### src/rtl/pcie_fifo_burst_reader_if.sv
// Bundle of the command, FIFO read-port and TX stream signals around the burst reader.
// master = the reader itself, slave = whoever sits on the other side (FIFO/TX/controller).
interface pcie_fifo_burst_reader_if #(
   parameter int DATA_W = 32,
   parameter int LEN_W  = 12
);
   logic              start;
   logic [LEN_W-1:0]  burst_len;
   logic              busy;
   logic              done;
   logic [LEN_W-1:0]  xfer_cnt;
   logic [DATA_W-1:0] fifo_rd_data;
   logic              fifo_rd_vld;
   logic              fifo_rd_en;
   logic [DATA_W-1:0] tx_data;
   logic              tx_valid;
   logic              tx_ready;
   logic              tx_sop;
   logic              tx_eop;

   modport master (
      input  start, burst_len, fifo_rd_data, fifo_rd_vld, tx_ready,
      output busy, done, xfer_cnt, fifo_rd_en, tx_data, tx_valid, tx_sop, tx_eop
   );

   modport slave (
      output start, burst_len, fifo_rd_data, fifo_rd_vld, tx_ready,
      input  busy, done, xfer_cnt, fifo_rd_en, tx_data, tx_valid, tx_sop, tx_eop
   );
endinterface

### src/rtl/pcie_fifo_burst_reader.sv
// Pops burst_len words from the prefetch FIFO and re-emits them as one sop/eop framed
// burst on a registered valid/ready stream, one word per cycle, with backpressure into the FIFO.
module pcie_fifo_burst_reader #(
   parameter int DATA_W = 32,
   parameter int LEN_W  = 12
) (
   input  logic                       clk,
   input  logic                       rst_n,
   pcie_fifo_burst_reader_if.master   bus
);

   typedef enum logic [1:0] {
      IDLE  = 2'd0,
      XFER  = 2'd1,
      DRAIN = 2'd2
   } state_t;

   state_t            state_reg;
   logic [LEN_W-1:0]  rem_reg;
   logic [LEN_W-1:0]  xfer_cnt_reg;
   logic              first_reg;
   logic              busy_reg;
   logic              done_reg;
   logic [DATA_W-1:0] tx_data_reg;
   logic              tx_valid_reg;
   logic              tx_sop_reg;
   logic              tx_eop_reg;

   logic              rd_en;
   logic              pop;
   logic              accept;

   // Pop only when the output register is free or being emptied this cycle.
   assign rd_en  = (state_reg == XFER) && (rem_reg != '0) && (!tx_valid_reg || bus.tx_ready);
   assign pop    = rd_en && bus.fifo_rd_vld;
   assign accept = tx_valid_reg && bus.tx_ready;

   always_ff @(posedge clk or negedge rst_n) begin
      if (!rst_n) begin
         state_reg    <= IDLE;
         rem_reg      <= '0;
         xfer_cnt_reg <= '0;
         first_reg    <= 1'b0;
         busy_reg     <= 1'b0;
         done_reg     <= 1'b0;
         tx_data_reg  <= '0;
         tx_valid_reg <= 1'b0;
         tx_sop_reg   <= 1'b0;
         tx_eop_reg   <= 1'b0;
      end else begin
         done_reg <= 1'b0;

         if (accept) begin
            xfer_cnt_reg <= xfer_cnt_reg + LEN_W'(1);
         end

         // A pop always refills the register, so accept+pop keeps tx_valid high.
         if (pop) begin
            tx_data_reg  <= bus.fifo_rd_data;
            tx_valid_reg <= 1'b1;
            tx_sop_reg   <= first_reg;
            tx_eop_reg   <= (rem_reg == LEN_W'(1));
         end else if (accept) begin
            tx_valid_reg <= 1'b0;
            tx_sop_reg   <= 1'b0;
            tx_eop_reg   <= 1'b0;
         end

         case (state_reg)
            IDLE: begin
               if (bus.start) begin
                  if (bus.burst_len != '0) begin
                     rem_reg      <= bus.burst_len;
                     xfer_cnt_reg <= '0;
                     first_reg    <= 1'b1;
                     busy_reg     <= 1'b1;
                     state_reg    <= XFER;
                  end else begin
                     xfer_cnt_reg <= '0;
                     done_reg     <= 1'b1;
                  end
               end
            end
            XFER: begin
               if (pop) begin
                  rem_reg   <= rem_reg - LEN_W'(1);
                  first_reg <= 1'b0;
                  if (rem_reg == LEN_W'(1)) begin
                     state_reg <= DRAIN;
                  end
               end
            end
            DRAIN: begin
               if (accept && tx_eop_reg) begin
                  done_reg  <= 1'b1;
                  busy_reg  <= 1'b0;
                  state_reg <= IDLE;
               end
            end
            default: state_reg <= IDLE;
         endcase
      end
   end

   assign bus.fifo_rd_en = rd_en;
   assign bus.busy       = busy_reg;
   assign bus.done       = done_reg;
   assign bus.xfer_cnt   = xfer_cnt_reg;
   assign bus.tx_data    = tx_data_reg;
   assign bus.tx_valid   = tx_valid_reg;
   assign bus.tx_sop     = tx_sop_reg;
   assign bus.tx_eop     = tx_eop_reg;

endmodule
### src/flat_wrapper.sv
// flat-port wrapper written by rule: the top's interface ports become plain ports
module pcie_fifo_burst_reader_flat 
#(
   parameter int DATA_W = 32,
   parameter int LEN_W  = 12
)
  (clk, rst_n, bus_start, bus_burst_len, bus_fifo_rd_data, bus_fifo_rd_vld, bus_tx_ready, bus_busy, bus_done, bus_xfer_cnt, bus_fifo_rd_en, bus_tx_data, bus_tx_valid, bus_tx_sop, bus_tx_eop);
  pcie_fifo_burst_reader_if #(.DATA_W(DATA_W), .LEN_W(LEN_W)) bus_i ();
  input  logic clk;
  input  logic rst_n;
  input wire logic [$bits(bus_i.start)-1:0] bus_start;
  input wire logic [$bits(bus_i.burst_len)-1:0] bus_burst_len;
  input wire logic [$bits(bus_i.fifo_rd_data)-1:0] bus_fifo_rd_data;
  input wire logic [$bits(bus_i.fifo_rd_vld)-1:0] bus_fifo_rd_vld;
  input wire logic [$bits(bus_i.tx_ready)-1:0] bus_tx_ready;
  output wire logic [$bits(bus_i.busy)-1:0] bus_busy;
  output wire logic [$bits(bus_i.done)-1:0] bus_done;
  output wire logic [$bits(bus_i.xfer_cnt)-1:0] bus_xfer_cnt;
  output wire logic [$bits(bus_i.fifo_rd_en)-1:0] bus_fifo_rd_en;
  output wire logic [$bits(bus_i.tx_data)-1:0] bus_tx_data;
  output wire logic [$bits(bus_i.tx_valid)-1:0] bus_tx_valid;
  output wire logic [$bits(bus_i.tx_sop)-1:0] bus_tx_sop;
  output wire logic [$bits(bus_i.tx_eop)-1:0] bus_tx_eop;
  assign bus_i.start = bus_start;
  assign bus_i.burst_len = bus_burst_len;
  assign bus_i.fifo_rd_data = bus_fifo_rd_data;
  assign bus_i.fifo_rd_vld = bus_fifo_rd_vld;
  assign bus_i.tx_ready = bus_tx_ready;
  assign bus_busy = bus_i.busy;
  assign bus_done = bus_i.done;
  assign bus_xfer_cnt = bus_i.xfer_cnt;
  assign bus_fifo_rd_en = bus_i.fifo_rd_en;
  assign bus_tx_data = bus_i.tx_data;
  assign bus_tx_valid = bus_i.tx_valid;
  assign bus_tx_sop = bus_i.tx_sop;
  assign bus_tx_eop = bus_i.tx_eop;
  pcie_fifo_burst_reader #(.DATA_W(DATA_W), .LEN_W(LEN_W)) u_core (.clk(clk), .rst_n(rst_n), .bus(bus_i));
endmodule
### config.mk
export PLATFORM = sky130hd
export DESIGN_NAME = pcie_fifo_burst_reader_flat
export DESIGN_NICKNAME = d
export VERILOG_FILES = /design/src/rtl/pcie_fifo_burst_reader_if.sv /design/src/rtl/pcie_fifo_burst_reader.sv /design/src/flat_wrapper.sv
export SDC_FILE = /design/constraint.sdc
export NUM_CORES = 1
export LEC_CHECK = 0
export BUFFER_PORTS_ARGS = -buffer_cell sky130_fd_sc_hd__buf_2
export CORE_ASPECT_RATIO = 1.75
export CORE_UTILIZATION = 50
export DETAILED_ROUTE_END_ITERATION = 10
export GPL_TIMING_DRIVEN = 0
export PLACE_DENSITY = 0.81
export SLEW_MARGIN = 20
export SYNTH_ARGS = -nofsm -noshare
export SYNTH_HDL_FRONTEND = slang
export SYNTH_SLANG_ARGS = --single-unit
### constraint.sdc
create_clock -name clk -period 5.6 [get_ports clk]
set_input_delay 0.28 -clock clk [delete_from_list [all_inputs] [get_ports clk]]
set_output_delay 0.28 -clock clk [all_outputs]
set_load 0.02 [all_outputs]
### Word-level counts from Yosys, hierarchy flattened

Cells that the tools add are included.

* bits in registers: 64
* bits of input ports: 49
* word-level logic and storage cells: 63
* output and inout bits: 50

* $add $sub $neg: 2
* equal/unequal tests: 8
* mux-type cells: 27
* reductions and logical operators: 16

Operators with widths (number)
* 2-to-1 mux 12 bit: 6
* one-hot mux 12 bit (2 select lines): 1
* nonzero test 12 bit: 2
* adder 12 x 1 -> 12 bit, second input constant: 1
* equality test 12 x 1 -> 1 bit, second input constant: 1
* subtractor 12 x 1 -> 12 bit, second input constant: 1
* 2-to-1 mux 1 bit: 11
* 2-to-1 mux 2 bit: 5
* AND reduction 4 bit: 2
* inequality test 2 x 1 -> 1 bit, second input constant: 3
* one-hot mux 1 bit (2 select lines): 3
* one-hot mux 2 bit (3 select lines): 1
* nonzero test 2 bit: 3
* logical AND 1 bit: 5
* AND reduction 5 bit: 1
* inequality test 2 bit, second input constant: 2
* equality test 2 x 1 -> 1 bit, second input constant: 1
* equality test 2 bit, second input constant: 1
* zero test 2 bit: 1
* zero test 1 bit: 1
* logical OR 1 bit: 1

### Logic depth before layout (Yosys ltp)

Gate-level depths: netlist of run 1.

* depth after elaboration: 6
* gate-level depth with buffers: 10
* depth with buffers taken out: 7

### Least setup slack after synthesis of run 1

OpenSTA, ideal clock, no wires.

* path type: reg2reg
* start point: register u_core.rem_reg[0]
* end point: register u_core.rem_reg[8]
* period minus slack after synthesis: 1.976 ns
* library setup time: 0.120 ns
* arrival time: 1.856 ns
* buffers on the path: 1
* slack: 3.624 ns
* stages on the path, launching flop included: 9
* data required time: 5.480 ns
* cell sequence: dfrtp_1 > inv_1 > ha_1 > or4b_2 > clkbuf_1 > nor4_1 > nor2_1 > o21ai_0 > nand2_1

* word-level cells in the longest chain between the ends: 6
* elaborated cells on any way between the ends: 9
* those cells by class: add/sub: 1; eq/ne: 1; mux: 2; reduce/logical: 5

Ends and longest elaborated chain
* from (decl): RTL line pcie_fifo_burst_reader.sv:19 `logic [LEN_W-1:0] rem_reg;`
* from (signal assigned): RTL line pcie_fifo_burst_reader.sv:73 `rem_reg <= bus.burst_len;`
* from (signal assigned): RTL line pcie_fifo_burst_reader.sv:86 `rem_reg <= rem_reg - LEN_W'(1);`
* branches (longest 6 deep; another with subtractor 12 x 1 -> 12 bit)

Parallel ways; which one is timed is not known. The select of a mux whose other input is x is not followed.
A chain may end at the register's enable or synchronous reset.

### Worst setup path after layout of run 1

* start point: register u_core.rem_reg[0]
* end point: output port bus_fifo_rd_en

* word-level cells in the longest chain between the ends: 3

Ends and longest elaborated chain
* nonzero test 12 bit: RTL line pcie_fifo_burst_reader.sv:34 `assign rd_en = (state_reg == XFER) && (rem_reg != '0) && (!tx_valid_reg || bus.tx_ready);`
* logical AND 1 bit (2 in series): RTL line pcie_fifo_burst_reader.sv:34
* to (decl): RTL line flat_wrapper.sv:19 `output wire logic [$bits(bus_i.fifo_rd_en)-1:0] bus_fifo_rd_en;`

No other way between the ends.

==> flow_summary.json, run 1 <==
{
  "ys_seq_area_share_pct": 53.09,
  "required_ns": 5.32,
  "layout_setup_ws_ns": 3.289,
  "vias_per_cell": 5.288,
  "h-tree-depth": 3,
  "die_x_um": 60.72,
  "drc": 0,
  "path_delay_family": "simple AND/OR/NAND/NOR gates",
  "setup_viol": 0,
  "final.setup.tns_ns": 0,
  "synthTopCellsByArea": "dfrtp_1 (53%), nand2_1 (9.3%), o21ai_0 (4.1%), nor2_1 (3.0%), a21oi_1 (2.7%)",
  "syn_nets": 359,
  "ys_async_sr_fraction_pct": 100.0,
  "initial_core_util_pct": 51.72,
  "yosys_most_used_dff": "dfrtp_1",
  "synth_largest_area_cell": "dfrtp_1",
  "syn_area_um2": 3017,
  "synthSimpleGateAreaFrac_pct": 23.85,
  "clock_sinks": 64,
  "timing.rr.end": "u_core.rem_reg[8]",
  "critPathMaxStageDelay_ns": 0.43,
  "cp.arrival_ns": 2.03,
  "reg2reg_from": "u_core.rem_reg[0]",
  "wirelength_mm": 6.894,
  "cts-hold-fix-buffers": 0,
  "cp_slowest_cell": "dfrtp_1",
  "cp_num_buf_inv": 2,
  "grt_util_all_layers_pct": 24.48,
  "ctsLongestPathBuffers": 2,
  "crit_chain": "inv_1, ha_1, nor3b_1, nand4b_4, and3_1, buf_2",
  "rsz0062_at_grt": "false",
  "grt_pass1_vias": 2612,
  "num_io_pins": 99,
  "antenna_found_initial": 0,
  "slew_viol_final": 0,
  "cp_max_fo": 5,
  "clk_pin_slew_ns": 0.07,
  "synth-seq-cells": 64,
  "status": "finished clean",
  "postSynthCellCount": 306,
  "vias": 2628,
  "post_synth.cell_area_avg_um2": 9.858,
  "layout.nets": 468,
  "ir_worst_vdd_mv": 0.2571,
  "hold_path.class": "input port to asynchronous set/reset pin",
  "place_hpwl_mm": 5.094,
  "cap_violations": 0,
  "post-route-util_pct": 65.04,
  "cts_inserted_buffers": 9,
  "wl_per_cell_um": 13.87,
  "power_leakage_uw": 0.001909,
  "worstSkewPairLatency_ns": 0.34,
  "synth_cell_types": 43,
  "rows": 37,
  "io_buffers": 98,
  "drive_gt1_share_pct": 33.17,
  "grt_pass1_wl_mm": 11.52,
  "dr.pass1.iters": 4,
  "synth_compound_area_share_pct": 10.62,
  "p_per_area_nw_per_um2": 495.7,
  "synth_top_family_by_area": "simple AND/OR/NAND/NOR gates",
  "worstMarginPinSlew_ns": 0.9101,
  "cts-root-buf": "clkbuf_8",
  "yosysWarnings": 0,
  "post_cts_buffers": 0,
  "path_class": "flop to output pin",
  "layout_min_cycle_time_ns": 2.311,
  "synthTopCellsByCount": "nand2_1 (75), dfrtp_1 (64), o21ai_0 (25)",
  "grt.overflow.total": 0,
  "core_um2": 5833,
  "synth_mux_area_share_pct": 5.102,
  "final_area_um2": 3794,
  "post-route-period-util_pct": 41.27,
  "r2r_setup_slack_ns": 3.37,
  "largest_reg_flops": 32,
  "gp_congestion": 0.9299,
  "fmax_ghz": 0.4327,
  "final_antenna_net_count": 0,
  "synth_xor_area_share_pct": 2.032,
  "max_slew_margin_pct": 38.77,
  "reg2reg_depth": 8,
  "finClkSkew_ns": 0.009163,
  "syn_to_final_growth_pct": 25.76,
  "cp-end-kind": "output pin",
  "finalHoldViolCount": 0,
  "dieArea_um2": 6360,
  "die_h_um": 104.8,
  "preCtsSetupSlack_ns": 3.380,
  "cts.repair.resized": 0,
  "diodes": 0,
  "cts_tree": "done",
  "crit_path_start_kind": "flop",
  "synth.most_common_cell": "nand2_1",
  "synthAdderAreaFrac_pct": 1.659,
  "place_area_um2": 3607,
  "grt_max_degree": 65,
  "synth-edff-count": 0,
  "drtIter0Drc": 110,
  "power.total_uw": 1880,
  "synth_top_area_share_pct": 53.09
}
## cell usage in the layout (no fill, tap or decap), drive strengths merged, types with 2 or more instances in the layout
cell type  Yosys  layout
buf            7     105
nand2         75      75
dfrtp         64      64
o21ai         25      25
nor2          24      24
clkbuf         7      18
a21oi         17      17
mux2          12      12
nand3          8       8
nor4           7       7
inv            4       4
and3           4       4
or3            4       4
xnor2          4       4
a21o           4       4
ha             4       4
nor2b          3       3
nand4          3       3
nor3b          3       3
xor2           3       3
nand2b         3       3
clkinv         0       3
nor3           3       3
nand4b         3       3
o21a           2       2
a211oi         2       2
and2           2       2
## cells by family (layout without fill, tap and decap cells)
| kind of cell | after synthesis | after routing |
|---|---|---|
| xor+xnor | 7 | 7 |
| buf+inv | 18 | 131 |
| simple gates | 147 | 147 |
| mux | 12 | 12 |
| flops | 64 | 64 |
| fa+ha+maj | 4 | 4 |
| compound gates | 54 | 54 |
## power breakdown
| group | total, µW | internal [µW] | switching, µW |
|---|---|---|---|
| logic | 762 | 301 | 461 |
| registers | 740 | 614 | 127 |
| clock network | 377 | 213 | 165 |
| total | 1880 | 1130 | 753 |
## final cells by class
cell class,instances,area (µm²)
buffer,14,95.09
clock buffer,11,141.4
clock inverter,4,45.04
fill,508,2039
inverter,4,15.01
multi-input combinational,224,1305
sequential,64,1602
tap,78,97.59
timing repair buffer,98,493.0
## worst max-delay path by stage
stage / start / depth (start not counted) / slack, ns / endpoint
floorplan: u_core.rem_reg[0] / 8 / 3.62 / u_core.rem_reg[8]
global placement: bus_burst_len[9] / 7 / 3.42 / u_core.rem_reg[10]
detailed placement: bus_burst_len[9] / 7 / 3.38 / u_core.rem_reg[3]
CTS: u_core.rem_reg[0] / 6 / 3.29 / bus_fifo_rd_en
global route: u_core.rem_reg[0] / 6 / 3.19 / bus_fifo_rd_en
finish: u_core.rem_reg[0] / 6 / 3.29 / bus_fifo_rd_en
## layer usage
layer	global-route usage, %	vias up	part of all wire [%]
li1	-	1267	-
met1	26.66	1262	39
met2	41.21	82	53
met3	8.045	17	4.5
met4	11.36	0	2.8
met5	0	-	0
## per-stage QoR
| stage | cells | hold WS (ns) |
|---|---|---|
| 2_1_floorplan | 306 | -0.01559 |
| 3_3_place_gp | 482 | 0.4546 |
| 3_5_place_dp | 482 | 0.4193 |
| 4_1_cts | 497 | 0.05721 |
| 5_1_grt | 497 | 0.08197 |
| 6_report | 497 | 0.02124 |
(Power assumes the default switching activity.)
==> inputs of run 2 (changes only) <==
- clock period: 5.6 -> 2.3 ns (I/O delays scaled with it)
==> flow_summary.json, run 2 (synthesized netlist as in run 1, its figures left out) <==
{
  "drive_gt1_share_pct": 31.56,
  "cp_num_buf_inv": 2,
  "die_x_um": 60.72,
  "p_clk_share_pct": 19.9,
  "startpoint": "u_core.rem_reg[1]",
  "power_leakage_uw": 0.002038,
  "grt.overflow.total": 0,
  "status": "finished clean",
  "max_slew_margin_pct": 41.17,
  "crit_chain": "inv_1, ha_2, or4b_2, clkbuf_1, nor4_1, nor2_1, o21ai_0, nand2_1",
  "cap_violations": 0,
  "cts_tree": "done",
  "worstSkewPairLatency_ns": 0.34,
  "rsz0062_at_grt": "false",
  "hold_path.class": "input port to flop",
  "die_h_um": 104.8,
  "cp_max_fo": 6,
  "critPathMaxStageDelay_ns": 0.58,
  "vias": 2752,
  "finClkSkew_ns": 0.006141,
  "io_buffers": 98,
  "num_io_pins": 99,
  "grt_pass1_wl_mm": 12.45,
  "comb_power_share_pct": 41.2,
  "slew_viol_final": 0,
  "p_int_uw": 2784,
  "final_antenna_net_count": 0,
  "wirelength_mm": 7.634,
  "sw_frac_of_total_pct": 40.26,
  "switchingPower_uw": 1876,
  "p_per_area_nw_per_um2": 1135,
  "r2r_setup_slack_ns": 0.14,
  "path_delay_family": "simple AND/OR/NAND/NOR gates",
  "cts_inserted_buffers": 9,
  "ctsLongestPathBuffers": 2,
  "finalHoldViolCount": 0,
  "vias_per_cell": 5.212,
  "final.setup.tns_ns": 0,
  "antenna_found_initial": 0,
  "cp_slowest_cell": "or4b_2",
  "cp-end-kind": "flop",
  "setup_viol": 0,
  "drc": 0,
  "path_class": "flop to flop",
  "worstMarginPinSlew_ns": 0.8744,
  "place_hpwl_mm": 5.094,
  "critical_path.endpoint": "u_core.rem_reg[8]",
  "layout.nets": 499,
  "dieArea_um2": 6360,
  "reg2reg_depth": 8,
  "layout_common_cells": "buf_2 (100), nand2_1 (75), dfrtp_1 (64)",
  "ir_worst_vdd_mv": 0.6609,
  "required_ns": 2.53,
  "crit_path_start_kind": "flop",
  "n_fill_cell": 453,
  "final_area_um2": 4108,
  "timing.rr.end": "u_core.rem_reg[8]",
  "grt_max_degree": 65,
  "fmax_ghz": 0.4632,
  "cts-root-buf": "clkbuf_8",
  "cp.arrival_ns": 2.38,
  "final_common_cell": "buf_2",
  "grt_pass1_vias": 2810,
  "diodes": 0,
  "dr.pass1.iters": 4,
  "p_seq_share_pct": 39.0,
  "path_depth": 8,
  "clk_pin_slew_ns": 0.07,
  "core_um2": 5833,
  "wl_per_cell_um": 14.46,
  "fin_hold_ws_ns": 0.01034,
  "reg2reg_from": "u_core.rem_reg[1]",
  "grt_util_all_layers_pct": 26.53,
  "clock_sinks": 64,
  "rows": 37,
  "layout_min_cycle_time_ns": 2.159,
  "drtIter0Drc": 118,
  "gp_congestion": 0.9299,
  "initial_core_util_pct": 51.72,
  "largest_reg_flops": 32,
  "place_area_um2": 3607,
  "h-tree-depth": 3,
  "syn_to_final_growth_pct": 36.17,
  "post-route-period-util_pct": 93.86
}
-- run 2: cell count changes in the layout (fill, tap and decap cells not counted) --
cell and delta:
dlygate4sd3_1 +31, inv_2 +1, ha_2 +1, clkbuf_2 +1, inv_1 -1, clkbuf_1 -1
ha_1 -1
-- run 2: power by group through the flow --
stage	Sequential [µW]	Clock (µW)	Combinational, µW
finish	1820	927	1920
global route	1860	1000	2110
CTS	1800	938	1900
detailed placement	1810	0	1860
global placement	1790	0	1800
floorplan	2090	0	975
-- run 2: through the flow --
stage                     total power (µW)  std cells  worst slack, ns  util (%)
after floorplan                       3061        306           0.3238         -
after global placement                3597        482           0.1367     61.80
after detailed placement              3668        482          0.09100     61.84
after CTS                             4633        524          0.08341     69.67
after global routing                  4969        528          0.05017     70.42
final                                 4660        528           0.1411     70.42
-- run 2: worst min-delay path by stage --
| stage | to | slack (ns) | startpoint | cells after the start |
|---|---|---|---|---|
| 2_1_floorplan | u_core.bus.busy | -0.18 | rst_n | 0 |
| 3_3_place_gp | u_core.bus.tx_data[18] | 0.31 | bus_fifo_rd_data[18] | 3 |
| 3_5_place_dp | u_core.rem_reg[3] | 0.25 | rst_n | 1 |
| 4_1_cts | u_core.bus.tx_data[28] | 0.0003 | bus_fifo_rd_data[28] | 2 |
| 5_1_grt | u_core.bus.tx_data[25] | 0.001 | bus_fifo_rd_data[25] | 2 |
| 6_report | u_core.bus.tx_data[25] | 0.01 | bus_fifo_rd_data[25] | 2 |
-- run 2: area by class of cell --
| class | count | area [µm²] | share of cell area (%) |
|---|---|---|---|
| multi-input cells | 224 | 1308 | 31.83 |
| inverters | 4 | 15.01 | 0.3655 |
| clock inverters | 4 | 45.04 | 1.097 |
| clock buffers | 11 | 141.4 | 3.442 |
| plain buffers | 14 | 96.34 | 2.345 |
| well taps | 78 | 97.59 | 2.376 |
| repair buffers | 129 | 803.3 | 19.56 |
| flip-flops and latches | 64 | 1602 | 38.99 |
-- run 2: what timing repair did --
| item | 4_1_cts | 5_1_grt |
|---|---|---|
| resized for setup | 0 | 4 |
| hold buffers | 27 | 4 |
| endpoints found under the hold margin | 90 | 4 |
| setup endpoints to repair | 0 | 13 |
| buffers inserted | 0 | 0 |
-- run 2: layer usage --
metal	vias to the layer above	share of wire, %	track usage (%)
li1	1330	-	-
met1	1297	38	28.65
met2	106	54	45.53
met3	19	4.7	8.416
met4	0	2.9	11.36
met5	-	0	0
==> inputs of run 3 (changes only) <==
==> constraint.sdc (replaced) <==
create_clock -name clk -period 2.3 [get_ports clk]
set_input_delay 0.46 -clock clk [delete_from_list [all_inputs] [get_ports clk]]
set_output_delay 0.46 -clock clk [all_outputs]
set_load 0.02 [all_outputs]
==> flow_summary.json, run 3 (synthesized netlist as in run 1, its figures left out) <==
{
  "grt.overflow.total": 0,
  "cp_max_fo": 4,
  "r2r_setup_slack_ns": 0.13,
  "crit_path_start_kind": "flop",
  "dp_cells": 482,
  "finClkSkew_ns": 0.007456,
  "core_um2": 5833,
  "p_per_area_nw_per_um2": 1214,
  "diodes": 0,
  "worstMarginPinSlew_ns": 0.8607,
  "h-tree-depth": 3,
  "syn_to_final_growth_pct": 26.71,
  "power_leakage_uw": 0.001919,
  "timing.rr.end": "u_core.rem_reg[8]",
  "initial_core_util_pct": 51.72,
  "post-route-period-util_pct": 97.81,
  "layout.nets": 470,
  "place_hpwl_mm": 5.094,
  "dr.pass1.iters": 4,
  "max_slew_margin_pct": 42.09,
  "final_area_um2": 3822,
  "clk_pin_slew_ns": 0.07,
  "die_h_um": 104.8,
  "required_ns": 1.84,
  "finalHoldViolCount": 0,
  "cts_tree": "done",
  "clock_sinks": 64,
  "grt_max_degree": 65,
  "drc": 0,
  "cp-end-kind": "output pin",
  "place_area_um2": 3607,
  "drive_gt1_share_pct": 34.44,
  "wl_per_cell_um": 13.97,
  "rows": 37,
  "setup_viol": 0,
  "num_io_pins": 99,
  "cts-root-buf": "clkbuf_8",
  "drtIter0Drc": 117,
  "cts_inserted_buffers": 9,
  "hold_path.class": "input port to asynchronous set/reset pin",
  "vias": 2661,
  "cp.arrival_ns": 1.79,
  "grt_pass1_vias": 2614,
  "largest_reg_flops": 32,
  "gp_congestion": 0.9299,
  "ir_worst_vdd_mv": 0.6257,
  "dieArea_um2": 6360,
  "io_buffers": 98,
  "reg2reg_depth": 8,
  "grt_pass1_wl_mm": 11.52,
  "fmax_ghz": 0.4445,
  "layout_min_cycle_time_ns": 2.250,
  "fin_cells": 499,
  "wirelength_mm": 6.971,
  "ctsLongestPathBuffers": 2,
  "grt_util_all_layers_pct": 24.48,
  "layout_common_cells": "buf_2 (100), nand2_1 (75), dfrtp_1 (64)",
  "die_x_um": 60.72,
  "cap_violations": 0,
  "path_class": "flop to output pin",
  "antenna_found_initial": 0,
  "final_antenna_net_count": 0,
  "reg2reg_from": "u_core.rem_reg[1]",
  "slew_viol_final": 0,
  "worstSkewPairLatency_ns": 0.34,
  "vias_per_cell": 5.333,
  "status": "finished clean",
  "final_common_cell": "buf_2"
}
[run 3: layout make-up]
type / instances / area, µm²
Timing Repair Buffer: 100 / 508.0
Buffer: 14 / 95.09
Clock buffer: 11 / 141.4
Tap cell: 78 / 97.59
Clock inverter: 4 / 45.04
Fill cell: 502 / 2011
Sequential cell: 64 / 1602
Inverter: 4 / 15.01
Multi-Input combinational cell: 224 / 1319
[run 3: per-stage QoR]
stage / utilization (%) / setup WS (ns) / total power, µW / setup TNS (ns) / hold slack, ns
after floorplan: - / 0.3238 / 3061 / 0 / 0.1644
after global placement: 61.80 / -0.05768 / 3597 / -0.3913 / 0.4546
after detailed placement: 61.84 / -0.09973 / 3668 / -0.8501 / 0.4571
after CTS: 65.23 / 0.01493 / 4621 / 0 / 0.2372
after global routing: 65.53 / -0.01376 / 4950 / -0.01376 / 0.2620
final: 65.53 / 0.05035 / 4639 / 0 / 0.2138
[run 3: layer usage]
layer / vias up / global-route usage (%) / wire length [µm]
met5: - / 0 / 0
met4: 0 / 11.36 / 233
met3: 19 / 8.045 / 322
met2: 100 / 41.21 / 3673
met1: 1264 / 26.66 / 2742
li1: 1278 / - / -
[run 3: report_power, final]
part / internal [µW] / switching, µW
logic: 769 / 1140
registers: 1490 / 313
clock network: 518 / 401
[run 3: repair_timing]
item                                    CTS  global route
setup buffers                             0             2
endpoints found under the setup margin    1             1
hold buffers                              0             0
resized for setup                         3             2
pin swaps                                 0             1
[run 3: critical path: stages (launching register included)]
cell and delay [ns]:
dfrtp_1 0.42, inv_2 0.10, ha_2 0.19, nor3b_4 0.22, nand4b_4 0.15, and3_1 0.21, buf_2 0.16
[run 3: worst max path at each step]
stage,start,to,slack (ns),cells past startpoint
final,u_core.rem_reg[1],bus_fifo_rd_en,0.05,6
after global routing,u_core.rem_reg[1],bus_fifo_rd_en,-0.01,6
after CTS,u_core.rem_reg[0],bus_fifo_rd_en,0.01,6
after detailed placement,bus_burst_len[9],u_core.rem_reg[3],-0.1,7
after global placement,bus_burst_len[9],u_core.rem_reg[10],-0.06,7
after floorplan,u_core.rem_reg[0],u_core.rem_reg[8],0.32,8
